**src/rtl/bitwise_frame_reducer.sv**
```systemverilog
// Bitwise frame reducer: folds a frame of WIDTH-bit beats into AND / OR / XOR
// summaries plus a beat count, and presents the result until the consumer takes it.
// A frame closes on an accepted beat with in_last set, or when it reaches MAX_BEATS.
module bitwise_frame_reducer #(
   parameter int WIDTH     = 2,
   parameter int MAX_BEATS = 4,
   parameter int CW        = $clog2(MAX_BEATS + 1)
) (
   input  logic             clk,
   input  logic             rst,
   input  logic [WIDTH-1:0] data_in,
   input  logic             in_valid,
   input  logic             in_last,
   output logic             in_ready,
   output logic [WIDTH-1:0] out_and,
   output logic [WIDTH-1:0] out_or,
   output logic [WIDTH-1:0] out_xor,
   output logic             out_parity,
   output logic [CW-1:0]    out_beats,
   output logic             out_valid,
   input  logic             out_ready
);

   typedef enum logic [1:0] {
      StIdle,
      StAccum,
      StHold
   } state_t;

   state_t           state;
   logic [WIDTH-1:0] acc_and;
   logic [WIDTH-1:0] acc_or;
   logic [WIDTH-1:0] acc_xor;
   logic [CW-1:0]    count;

   logic             accept;
   logic             close;
   logic [WIDTH-1:0] nxt_and;
   logic [WIDTH-1:0] nxt_or;
   logic [WIDTH-1:0] nxt_xor;
   logic [CW-1:0]    nxt_count;

   // Post-update accumulator values for the beat on the inputs; the first beat of a
   // frame seeds the accumulators instead of folding into stale contents.
   always_comb begin
      accept = in_valid & in_ready;
      if (state == StIdle) begin
         nxt_and   = data_in;
         nxt_or    = data_in;
         nxt_xor   = data_in;
         nxt_count = CW'(1);
      end else begin
         nxt_and   = acc_and & data_in;
         nxt_or    = acc_or | data_in;
         nxt_xor   = acc_xor ^ data_in;
         nxt_count = count + CW'(1);
      end
      // in_last and the count limit are OR-ed, so hitting both closes just once.
      close = accept & (in_last | (nxt_count == CW'(MAX_BEATS)));
   end

   // Frame state machine: accumulators, registered result fields and handshakes.
   always_ff @(posedge clk or posedge rst) begin
      if (rst) begin
         state     <= StIdle;
         acc_and   <= '0;
         acc_or    <= '0;
         acc_xor   <= '0;
         count     <= '0;
         out_and   <= '0;
         out_or    <= '0;
         out_xor   <= '0;
         out_beats <= '0;
         out_valid <= 1'b0;
         in_ready  <= 1'b0;
      end else begin
         unique case (state)
            StIdle, StAccum: begin
               // in_ready comes up on the first edge after reset and stays up until close.
               in_ready <= 1'b1;
               if (accept) begin
                  acc_and <= nxt_and;
                  acc_or  <= nxt_or;
                  acc_xor <= nxt_xor;
                  count   <= nxt_count;
                  if (close) begin
                     out_and   <= nxt_and;
                     out_or    <= nxt_or;
                     out_xor   <= nxt_xor;
                     out_beats <= nxt_count;
                     out_valid <= 1'b1;
                     in_ready  <= 1'b0;
                     state     <= StHold;
                  end else begin
                     state <= StAccum;
                  end
               end
            end
            StHold: begin
               // Release leaves a one-cycle bubble: in_ready rises only after the edge.
               if (out_ready) begin
                  out_valid <= 1'b0;
                  in_ready  <= 1'b1;
                  count     <= '0;
                  state     <= StIdle;
               end
            end
            default: begin
               state     <= StIdle;
               out_valid <= 1'b0;
               in_ready  <= 1'b0;
               count     <= '0;
            end
         endcase
      end
   end

   assign out_parity = ^out_xor;

endmodule

```
**config.mk**
```make
export PLATFORM = sky130hd
export DESIGN_NAME = bitwise_frame_reducer
export DESIGN_NICKNAME = d
export VERILOG_FILES = /design/src/rtl/bitwise_frame_reducer.sv
export SDC_FILE = /design/constraint.sdc
export NUM_CORES = 1
export LEC_CHECK = 0
export ABC_CLOCK_PERIOD_IN_PS = 2500
export CELL_PAD_IN_SITES_DETAIL_PLACEMENT = 1
export CELL_PAD_IN_SITES_GLOBAL_PLACEMENT = 1
export CORE_MARGIN = 3
export CORE_UTILIZATION = 39
export DETAILED_ROUTE_END_ITERATION = 10
export HOLD_SLACK_MARGIN = 0.02
export PLACE_DENSITY_LB_ADDON = 0.1
export SLEW_MARGIN = 20
export SYNTH_ARGS = -nofsm -noshare
export SYNTH_HDL_FRONTEND = slang
export SYNTH_SLANG_ARGS = --single-unit
```
**constraint.sdc**
```tcl
create_clock -name clk -period 2.5 [get_ports clk]
set_input_delay 0.5 -clock clk [delete_from_list [all_inputs] [get_ports clk]]
set_output_delay 0.5 -clock clk [all_outputs]
set_load 0.01 [all_outputs]
```
==> out/metrics.cfg <==
[cells_and_area]
syn2layout_area_growth_pct=22.7
final_cell_mix=dfrtp_1, clkdlybuf4s50_1, nand2_1
final_common_cell=dfrtp_1
drive_above_1_share=0.107
final_util=0.516
nNetsFinal=131
finalInstanceArea_sq_um=1310
fill_cells=281
diodes=0

[floorplan]
die_h_um=58.4
die_w_um=58.4
rows=18
start_util=0.421
die_area_sq_um=3410
io-pin-count=19
core_sq_um=2540

[hold_path]
hold_class=flop to flop

[global_route]
antenna_found_initial=0
grt_pass1_vias=836
grtUsageTotal=0.160
grt-ovfl-total=0
grt_start_max_net_pins=23
grt_pass1_wl_mm=4.11

[job]
cap_violations=0

[synth]
synth_top_flop_cell=dfrtp_1
synth_top_family_by_area=compound AO/OA/AOI/OAI gates
synth_area_leader_cell=dfrtp_1
synth.top_cell.area_share=0.514
synth-seq-area-share=0.514
syn_area_per_cell_sq_um=10.4
synth_compound_area_frac=0.178
synth-simple-area-share=0.132
syn_nets=111
synth-edff-count=0
syn_area_sq_um=1070
synth-adder-area-share=0.0117
synth_cell_types=34
yosys.area_share.xor_xnor=0.0327
synthCells=103
muxShareOfSynthArea=0.0759
async_flop_share=1.00
synth_area_leaders=dfrtp_1, nand2_1, mux2i_1
yosysWarnings=0
synth-seq-cells=22

[setup_path]
path_cells=ha_1 > xnor2_1 > nor4b_4 > o21ai_2 > buf_4 > mux2_1
crit_path_start_kind=flop
end_kind=flop
cp.arrival_ns=2.35
critical_path_class=flop to flop
cp_data_required_time_ns=2.71
cp_num_buf_inv=1
cp_top_family=flip-flops
critPathMaxStageDelay_ns=0.45
cp_slowest_cell=dfrtp_1
cp_max_fo=8

[timing]
fin_setup_tns_ns=0
fin_crit_sh=0.857
drv_slew=0
setup_violations=0
rsz0062_at_grt=no
finalHoldViolations=0
fin_ws_ns=0.357
relSlewSlack=0.678
worstMarginPinSlew_ns=0.479
finClkSkew_ns=0.00204
fmax_mhz=467
period_minus_slack_ns=2.14

[pwr]
vdd_drop_max_mv=0.594
p_leak_nw=0.589
switching_share=0.358
p_per_area_nw_per_um2=1100
sequentialPowerShare=0.437
combPwrFrac=0.426
p_int_w=0.000931
p_clk_frac=0.138
switchingPower_w=0.000520

[clock_network]
cts_buffers=3
cts.htree.levels=1
insertion_delay_ns=0.31
clockBufferDepth=2
cts_resized=0
clk_pin_slew_ns=0.12
post-cts-setup-buffers=0
tritoncts=done
cts.sinks=22
clock-root-buffer=clkbuf_4
ctsHoldBuffers=0

[placement]
postPlaceCellArea_sq_um=1280
hpwlAfterDp_mm=1.69
gp_congestion=0.739
io_buffers=18
post-place-ws_ns=0.367

[drt]
drt_first_iter_violations=31
drt.antenna.violating_nets=0
drc_errors=0
wl_mm=2.33
avgRoutedWirePerCell_um=15.3
vias=803
first_pass_iters=3
viasPerCell=5.28

[run_status]
status=complete, no violations

[flip-flops by register name, indices dropped and copies added (netlist names)]
register / cells
count: 3
out_beats: 3
acc_and: 2
acc_or: 2
acc_xor: 2
out_and: 2
out_or: 2
out_xor: 2
state: 2
in_ready: 1
out_valid: 1
[worst register-to-register path, delay by kind of cell, from the launching register on]
family	cells	cell delay, ns
XOR/XNOR	1	0.43
AND/OR/NAND/NOR	1	0.09
multiplexers	1	0.33
adder cells (fa/ha/maj)	1	0.26
buffers and inverters	1	0.23
AO/OA/AOI/OAI	1	0.24
flip-flops	1	0.45
[Yosys cell counts (all sizes together) (2+ instances only)]
master / number
dfrtp: 22
o21ai: 12
nand2: 11
inv: 7
nor2: 7
a21oi: 6
mux2i: 4
a22o: 3
buf: 3
clkbuf: 3
mux2: 3
xnor2: 3
nand3: 2
o22a: 2
or2: 2
[cells by family after synthesis]
| group | Yosys count |
|---|---|
| muxes | 7 |
| AOI/OAI and AO/OA | 30 |
| buffers and inverters | 13 |
| DFF | 22 |
| xor gates and xnor gates | 4 |
| adders and majority gates | 1 |
| and+or+nand+nor | 26 |
[cell type report]
cell class,count,area [sq um],share of cell area
Inverter,7,26.3,0.0200
Tap cell,30,37.5,0.0286
Multi-Input combinational cell,68,460,0.350
Clock buffer,4,36.3,0.0276
Sequential cell,22,551,0.419
Timing Repair Buffer,21,203,0.154
[path summary, 6_finish.rpt]
path,from,slack (ns),cells after the start,end
setup / recovery,count[0],0.36,6,out_xor[0]
hold / removal,out_valid,0.49,2,out_valid
setup reg to reg,count[0],0.36,6,out_xor[0]
hold reg to reg,out_valid,0.49,2,out_valid
max in group asynchronous,rst,1.78,3,acc_xor[0]
min in group asynchronous,rst,0.50,3,out_beats[0]
[metal layers]
metal  routed length, um  global-route usage
met1                1220               0.234
met2                 989               0.230
met3                  72              0.0285
met4                  47              0.0695
met5                   0                   0
[power by group through the flow]
stage	sequential [W]	clock [W]	combinational [W]
after CTS	0.000634	0.000208	0.000630
final	0.000633	0.000200	0.000618
after global placement	0.000634	0	0.000613
after floorplan	0.000635	0	0.000343
after global routing	0.000659	0.000229	0.000681
after detailed placement	0.000640	0	0.000627
[per-stage QoR]
| step | power [W] | cells | hold slack [ns] |
|---|---|---|---|
| 2_1_floorplan | 0.000978 | 103 | 0.455 |
| 3_3_place_gp | 0.00125 | 148 | 0.469 |
| 3_5_place_dp | 0.00127 | 148 | 0.467 |
| 4_1_cts | 0.00147 | 152 | 0.496 |
| 5_1_grt | 0.00157 | 152 | 0.509 |
| 6_report | 0.00145 | 152 | 0.491 |
Note: power is estimated with default switching activity, not from simulation.
